<file path="config.mk">
export PLATFORM = sky130hd
export DESIGN_NAME = dpr_loader
export DESIGN_NICKNAME = d
export VERILOG_FILES = /design/src/rtl/dpr_pkg.sv /design/src/rtl/dpr_addr_check.sv /design/src/rtl/dpr_loader.sv
export SDC_FILE = /design/constraint.sdc
export NUM_CORES = 1
export LEC_CHECK = 0
export ABC_AREA = 1
export CAP_MARGIN = 20
export CELL_PAD_IN_SITES_DETAIL_PLACEMENT = 0
export CELL_PAD_IN_SITES_GLOBAL_PLACEMENT = 1
export CORE_UTILIZATION = 39
export CTS_CLUSTER_SIZE = 25
export DETAILED_ROUTE_END_ITERATION = 10
export DONT_BUFFER_PORTS = 1
export PLACE_DENSITY_LB_ADDON = 0.1
export SLEW_MARGIN = 20
export SYNTH_ARGS = -nofsm -noshare
export SYNTH_HDL_FRONTEND = slang
export SYNTH_SLANG_ARGS = --single-unit
</file>
<file path="constraint.sdc">
create_clock -name clock -period 1.45 [get_ports clock]
set_input_delay 0.29 -clock clock [delete_from_list [all_inputs] [get_ports clock]]
set_output_delay 0.29 -clock clock [all_outputs]
set_load 0.02 [all_outputs]
</file>
<file path="src/rtl/dpr_pkg.sv">
// Shared types and constants for the dual-port RAM loader family.
package dpr_pkg;

  localparam int IOCTL_AW = 25;

  typedef enum logic [2:0] {
    IDLE,
    LOAD,
    WRITE,
    VERIFY,
    DONE
  } state_t;

  function automatic int aw_from_kb(input int kb);
    return $clog2(kb * 1024);
  endfunction

endpackage

</file>
<file path="src/rtl/dpr_addr_check.sv">
// Effective-address computation and RAM range check for one download index.
module dpr_addr_check
  import dpr_pkg::*;
#(
  parameter int KB   = 16,
  parameter int BASE = 0,
  parameter int AW   = aw_from_kb(KB)
) (
  input  logic [IOCTL_AW-1:0] addr,
  output logic [AW-1:0]       ea,
  output logic                in_range
);

  // One extra bit so addr + BASE can never wrap back into range.
  localparam int EA_W = IOCTL_AW + 1;
  localparam logic [EA_W-1:0] RAM_BYTES = EA_W'(KB * 1024);
  localparam logic [EA_W-1:0] BASE_EXT  = EA_W'(BASE);

  logic [EA_W-1:0] ea_full;

  always_comb begin
    ea_full  = {1'b0, addr} + BASE_EXT;
    ea       = ea_full[AW-1:0];
    in_range = ea_full < RAM_BYTES;
  end

endmodule

</file>
<file path="src/rtl/dpr_loader.sv">
// Port-2 write client for the core's 8-bit dual-port RAM, fed by the HPS ioctl stream.
// Define DPR_LOADER_VERIFY_EN to read back and compare every written byte.
module dpr_loader
  import dpr_pkg::*;
#(
  parameter int KB    = 16,
  parameter int INDEX = 0,
  parameter int BASE  = 0,
  localparam int AW   = aw_from_kb(KB)
) (
  input  logic                clock,
  input  logic                reset,
  input  logic                ioctl_download,
  input  logic [7:0]          ioctl_index,
  input  logic                ioctl_wr,
  input  logic [IOCTL_AW-1:0] ioctl_addr,
  input  logic [7:0]          ioctl_dout,
  output logic                ioctl_wait,
  output logic [AW-1:0]       a2,
  output logic [7:0]          d2,
  output logic                w2,
  input  logic [7:0]          q2,
  output logic                busy,
  output logic                done,
  output logic                overflow,
  output logic [AW:0]         count
`ifdef DPR_LOADER_VERIFY_EN
  ,
  output logic                verify_err
`endif
);

  localparam logic [AW:0] COUNT_FULL = {1'b1, {AW{1'b0}}};

  state_t        state, state_d;
  logic [AW-1:0] ea, a2_d;
  logic [7:0]    d2_d;
  logic [AW:0]   count_d;
  logic          in_range, match, byte_end, finish;
  logic          wait_d, w2_d, busy_d, done_d, overflow_d;

`ifdef DPR_LOADER_VERIFY_EN
  logic verify_err_d, settle, settle_d;
`else
  logic unused_q2;
  assign unused_q2 = ^q2;
`endif

  dpr_addr_check #(.KB(KB), .BASE(BASE), .AW(AW)) u_addr_check (
    .addr    (ioctl_addr),
    .ea      (ea),
    .in_range(in_range)
  );

  assign match = ioctl_download && (ioctl_index == 8'(INDEX));

  always_comb begin
    // NOTE: every signal gets a default first so no path through the case leaves one unassigned (no latches).
    state_d    = state;
    a2_d       = a2;
    d2_d       = d2;
    w2_d       = 1'b0;
    wait_d     = ioctl_wait;
    busy_d     = busy;
    done_d     = 1'b0;
    overflow_d = overflow;
    count_d    = count;
    byte_end   = 1'b0;
    finish     = 1'b0;
`ifdef DPR_LOADER_VERIFY_EN
    verify_err_d = verify_err;
    settle_d     = 1'b0;
`endif

    unique case (state)
      IDLE: begin
        if (match) begin
          state_d    = LOAD;
          busy_d     = 1'b1;
          count_d    = '0;
          overflow_d = 1'b0;
`ifdef DPR_LOADER_VERIFY_EN
          verify_err_d = 1'b0;
`endif
        end
      end
      LOAD: begin
        if (ioctl_wr && in_range) begin
          a2_d    = ea;
          d2_d    = ioctl_dout;
          w2_d    = 1'b1;
          wait_d  = 1'b1;
          state_d = WRITE;
        end else begin
          if (ioctl_wr) overflow_d = 1'b1;
          if (!ioctl_download) finish = 1'b1;
        end
      end
      WRITE: begin
        if (count != COUNT_FULL) count_d = count + 1'b1;
`ifdef DPR_LOADER_VERIFY_EN
        state_d = VERIFY;
`else
        byte_end = 1'b1;
`endif
      end
`ifdef DPR_LOADER_VERIFY_EN
      VERIFY: begin
        // First cycle covers the RAM read latency; q2 is valid in the second.
        settle_d = !settle;
        if (settle) begin
          if (q2 != d2) verify_err_d = 1'b1;
          byte_end = 1'b1;
        end
      end
`endif
      DONE:    state_d = IDLE;
      default: state_d = IDLE;
    endcase

    if (byte_end) begin
      wait_d = 1'b0;
      if (ioctl_download) state_d = LOAD;
      else                finish  = 1'b1;
    end
    if (finish) begin
      state_d = DONE;
      done_d  = 1'b1;
      busy_d  = 1'b0;
    end
  end

  always_ff @(posedge clock) begin
    // NOTE: state registers use non-blocking assignments so every flop samples pre-edge values.
    if (!reset) begin
      state      <= IDLE;
      a2         <= '0;
      d2         <= '0;
      w2         <= 1'b0;
      ioctl_wait <= 1'b0;
      busy       <= 1'b0;
      done       <= 1'b0;
      overflow   <= 1'b0;
      count      <= '0;
`ifdef DPR_LOADER_VERIFY_EN
      verify_err <= 1'b0;
      settle     <= 1'b0;
`endif
    end else begin
      state      <= state_d;
      a2         <= a2_d;
      d2         <= d2_d;
      w2         <= w2_d;
      ioctl_wait <= wait_d;
      busy       <= busy_d;
      done       <= done_d;
      overflow   <= overflow_d;
      count      <= count_d;
`ifdef DPR_LOADER_VERIFY_EN
      verify_err <= verify_err_d;
      settle     <= settle_d;
`endif
    end
  end

endmodule

</file>
[Word level (Yosys, flattened, before mapping)]
Index checks and enable logic that the tools add are counted.
Word-level totals
  register bits: 45
  output and inout port bits: 42
  word-level logic and storage cells: 54
Cells by class
  multiplexer cells: 21
  reduce and logical (&&, ||, !) cells: 13
  $add $sub $neg: 1
  magnitude comparators: 1
  equality and inequality tests: 7
  bitwise gates (word level): 1
Operators by type and width (count)
  15-bit 2-to-1 mux: 2
  15-bit case mux with 2 select lines: 1
  25-bit by 15-bit < comparator with 1-bit output (second input constant): 1
  15-bit by 1-bit adder with 15-bit output (second input constant): 1
  3-bit 2-to-1 mux: 5
  15-bit != test (second input constant): 1
  1-bit 2-to-1 mux: 11
  3-bit case mux with 3 select lines: 1
  8-bit zero test: 1
  2-bit != test (second input constant): 4
  2-bit AND reduction: 3
  4-bit AND reduction: 1
  2-bit nonzero test: 2
  2-bit OR reduction: 2
  3-bit by 1-bit == test with 1-bit output (second input constant): 1
  3-bit by 2-bit == test with 1-bit output (second input constant): 1
  3-bit zero test: 1
  3-bit AND reduction: 1
  1-bit logical AND: 2
  1-bit case mux with 2 select lines: 1
  1-bit NOT: 1

[Logic depth before layout (Yosys ltp)]
  depth after elaboration: 7
  depth in mapped cells: 9

[Cells and area by module]
Synthesis repeated with hierarchy kept, for this count alone.
Second synthesis, totals
  cell total of the unflattened synthesis: 340
  area total of the unflattened synthesis: 2274.7 µm²
Modules (own cells, without submodules)
  dpr_loader: cells each 310, seq. area each 900.9 µm², area an instance 2107.0 µm², instances 1
  dpr_addr_check: cells each 30, seq. area each 0.0 µm², area an instance 167.7 µm², instances 1

[Worst setup path before layout]
No wires, ideal clock.
  kind: reg2reg
  from: register count[0]
  to: register count[0]
  stages on the path, launching flop included: 10
  arrival: 1.403 ns
  slack: -0.071 ns
  path through: dfxtp_1 inv_1 ha_1 nand4_1 nor2_1 nand2_1 nand2_4 buf_8 a22oi_1 nor2_1
Between the ends
  word-level cells in the longest chain between the ends: 3
  elaborated cells on any way between the ends: 6
Ends and longest elaborated chain
  start, declared: RTL line dpr_loader.sv:26  | output logic [AW:0] count
  start signal, assigned: RTL line dpr_loader.sv:158  | count <= count_d;
  15-bit by 1-bit adder with 15-bit output / 15-bit != test (equally long branches): RTL line dpr_loader.sv:100  | if (count != COUNT_FULL) count_d = count + 1'b1;
  15-bit 2-to-1 mux / 2-bit != test (equally long branches)
  15-bit case mux with 2 select lines / 3-bit AND reduction (equally long branches)
Parallel ways exist; a longest one is shown, timed or not. The select of a mux whose other input is x is not followed.
A chain may end at the register's enable or synchronous reset.

[Worst setup path after layout]
  from: register count[1]
  to: register count[5]
The elaborated chain is that of the path after synthesis.

==> out/qor.csv <==
metric,value,unit
status,"complete, no violations",
setup_violations,0,
fin_skew,5.80,ps
fin_crit_sh,0.951,
ys.flop_type,dfxtp_1,
fmax,725,MHz
portBuffers,0,
hold_start,reset,
critical_path_class,flop to flop,
postSynthAreaPerCell,7.39,sq um
routed_via_density,4.98,
synth_seq_cells,45,
grt_pass1_wl,9.15,mm
reg2reg_slack,70,ps
worst_ep_arrival_time,1620,ps
cts_buffer_depth,2,
n_antenna_cell,0,
synth.distinct_cells,29,
drc,0,
wl_per_cell,13.9,um
worst_path_max_delay_cell,dfxtp_4,
fin_crit,1380,ps
finalMaxSlewViolations,0,
synth_edf_count,0,
fin_ws,70.6,ps
drv_cap,0,
p_leak,1.07,nW
hpwl,4.16,mm
core,0.00554,sq mm
critPathLaunch,count[1],
netlist_area,0.00227,sq mm
ys_seq_area_frac,0.397,
root_buffer,clkbuf_8,
final_util,0.522,
nets,394,
critPathTopFamily,simple AND/OR/NAND/NOR gates,
rows,27,
synthArstFlopShare,0,
antenna_found_initial,0,
p_per_area,780,mW/mm^2
io_pins,95,
critPathLaunchType,flop,
cts_made_buffers,5,
slowest_delay,380,ps
die_w,78.3,um
layout_commonest_cell,nor2_1,
yosys_warnings,0,
fin_cells,412,
final_layout_size_suffix_gt1_frac,0.309,
r2r_start,count[1],
hp-class,input port to flop,
grt.total_usage,0.191,
fillers,571,
cts_tree,done,
vias,2053,
initial_core_util,0.409,
drtIter0Drc,56,
clk_latency,300,ps
area_delta_synth_final,27.6,%
end_kind,flop,
worst_pin_slew,298,ps
synth_cells,307,
dieArea,0.00613,sq mm
cp_cell_sequence,inv_4 -> ha_4 -> nand4_1 -> nor2_2 -> nand2_2 -> nand2_4 -> buf_8 -> nand3_1 -> a21oi_1,
critPathBufInv,2,
grt_max_degree,46,
dr.pass1.iters,4,
final_cell_mix,"52 x nor2_1, 46 x nand2_1, 41 x inv_1",
path_clk_slew,90,ps
globalplace.congestion,0.786,
synth_fp_nets,362,
wl,5.74,mm
die_y,78.3,um
slew_headroom,0.800,
clock_sinks,45,
placed_cells,402,
grt_overflow,0,
pre_cts_ws,0.995,ps
worst-path-max-fanout,7,
htree_num_levels,2,
ant_nets,0,
ir_worst_vdd,0.000511,V
hold_violations,0,
rsz0062_at_grt,true,
grt_pass1_vias,1940,
cp_data_required_time,1690,ps
## through the flow
stage	hold WS [ps]	total power, W	instance area [sq um]	setup TNS [ps]
final	116	0.00226	2890	0
after global routing	105	0.00235	2890	-125
after CTS	103	0.00230	2690	0
after detailed placement	430	0.00131	2570	0
after global placement	426	0.00131	2570	0
after floorplan	418	0.00130	2270	0
## flip-flops by register name, summed over array words and instances, names as in the netlist, 3 cells and up
signal and cells:
state 3, count 15, a2 14, d2 8
## layer usage
metal | vias up | part of all wire | global-route usage
li1 | 1067 | - | -
met1 | 923 | 0.46 | 0.243
met2 | 55 | 0.46 | 0.314
met3 | 8 | 0.062 | 0.0547
met4 | 0 | 0.012 | 0.0556
met5 | - | 0 | 0
## power breakdown
part	leakage (nW)	internal, W	switching [W]
Sequential	0.366	0.00123	0.000000494
Clock	0.0554	0.000518	0.000457
Combinational	0.651	0.0000158	0.0000355
## final cells by class
| class | count | area, sq um | area share |
|---|---|---|---|
| clock buffer | 6 | 72.6 | 0.0251 |
| clock inverter | 2 | 38.8 | 0.0134 |
| inverter | 45 | 174 | 0.0601 |
| multi-input combinational | 206 | 1290 | 0.447 |
| sequential | 45 | 915 | 0.316 |
| tap | 72 | 90.1 | 0.0311 |
| timing repair buffer | 36 | 310 | 0.107 |
## path summary, 6_finish.rpt
| path | end | cells after the start |
|---|---|---|
| worst max-delay path | count[5] | 9 |
| worst min-delay path | count[1] | 2 |
| worst max register to register | count[5] | 9 |
| worst min register to register | count[4] | 2 |
## cell usage after synthesis, types with 2 or more instances
| master | count | area (sq um) |
|---|---|---|
| inv_1 | 44 | 165 |
| a22oi_1 | 3 | 22.5 |
| a211oi_2 | 20 | 250 |
| o21ai_0 | 6 | 30.0 |
| buf_2 | 3 | 15.0 |
| nor3_2 | 2 | 20.0 |
| nand3_1 | 32 | 160 |
| ha_1 | 2 | 25.0 |
| a211oi_1 | 3 | 22.5 |
| clkbuf_1 | 3 | 11.3 |
| nand4_1 | 6 | 37.5 |
| buf_6 | 2 | 22.5 |
| nor3_1 | 5 | 25.0 |
| nor2_1 | 55 | 206 |
| nand2_1 | 48 | 180 |
| a21oi_1 | 15 | 75.1 |
| or2_2 | 2 | 12.5 |
| dfxtp_1 | 45 | 901 |
## timing repair
action / CTS / global route
hold buffers: 0 / 0
setup endpoints to repair: 3 / 15
pin swaps: 0 / 12
buffers inserted: 1 / 1
hold endpoints to repair: 0 / 0
resized for setup: 1 / 52
## logic make-up after synthesis
logic type / count (synthesis) / share of synthesized area
xor+xnor: 1 / 0.00386
buf+inv: 56 / 0.108
compound gates: 48 / 0.180
flops: 45 / 0.397
fa+ha+maj: 2 / 0.0110
simple gates: 155 / 0.301
No activity file was read; power rests on OpenSTA's default activity.
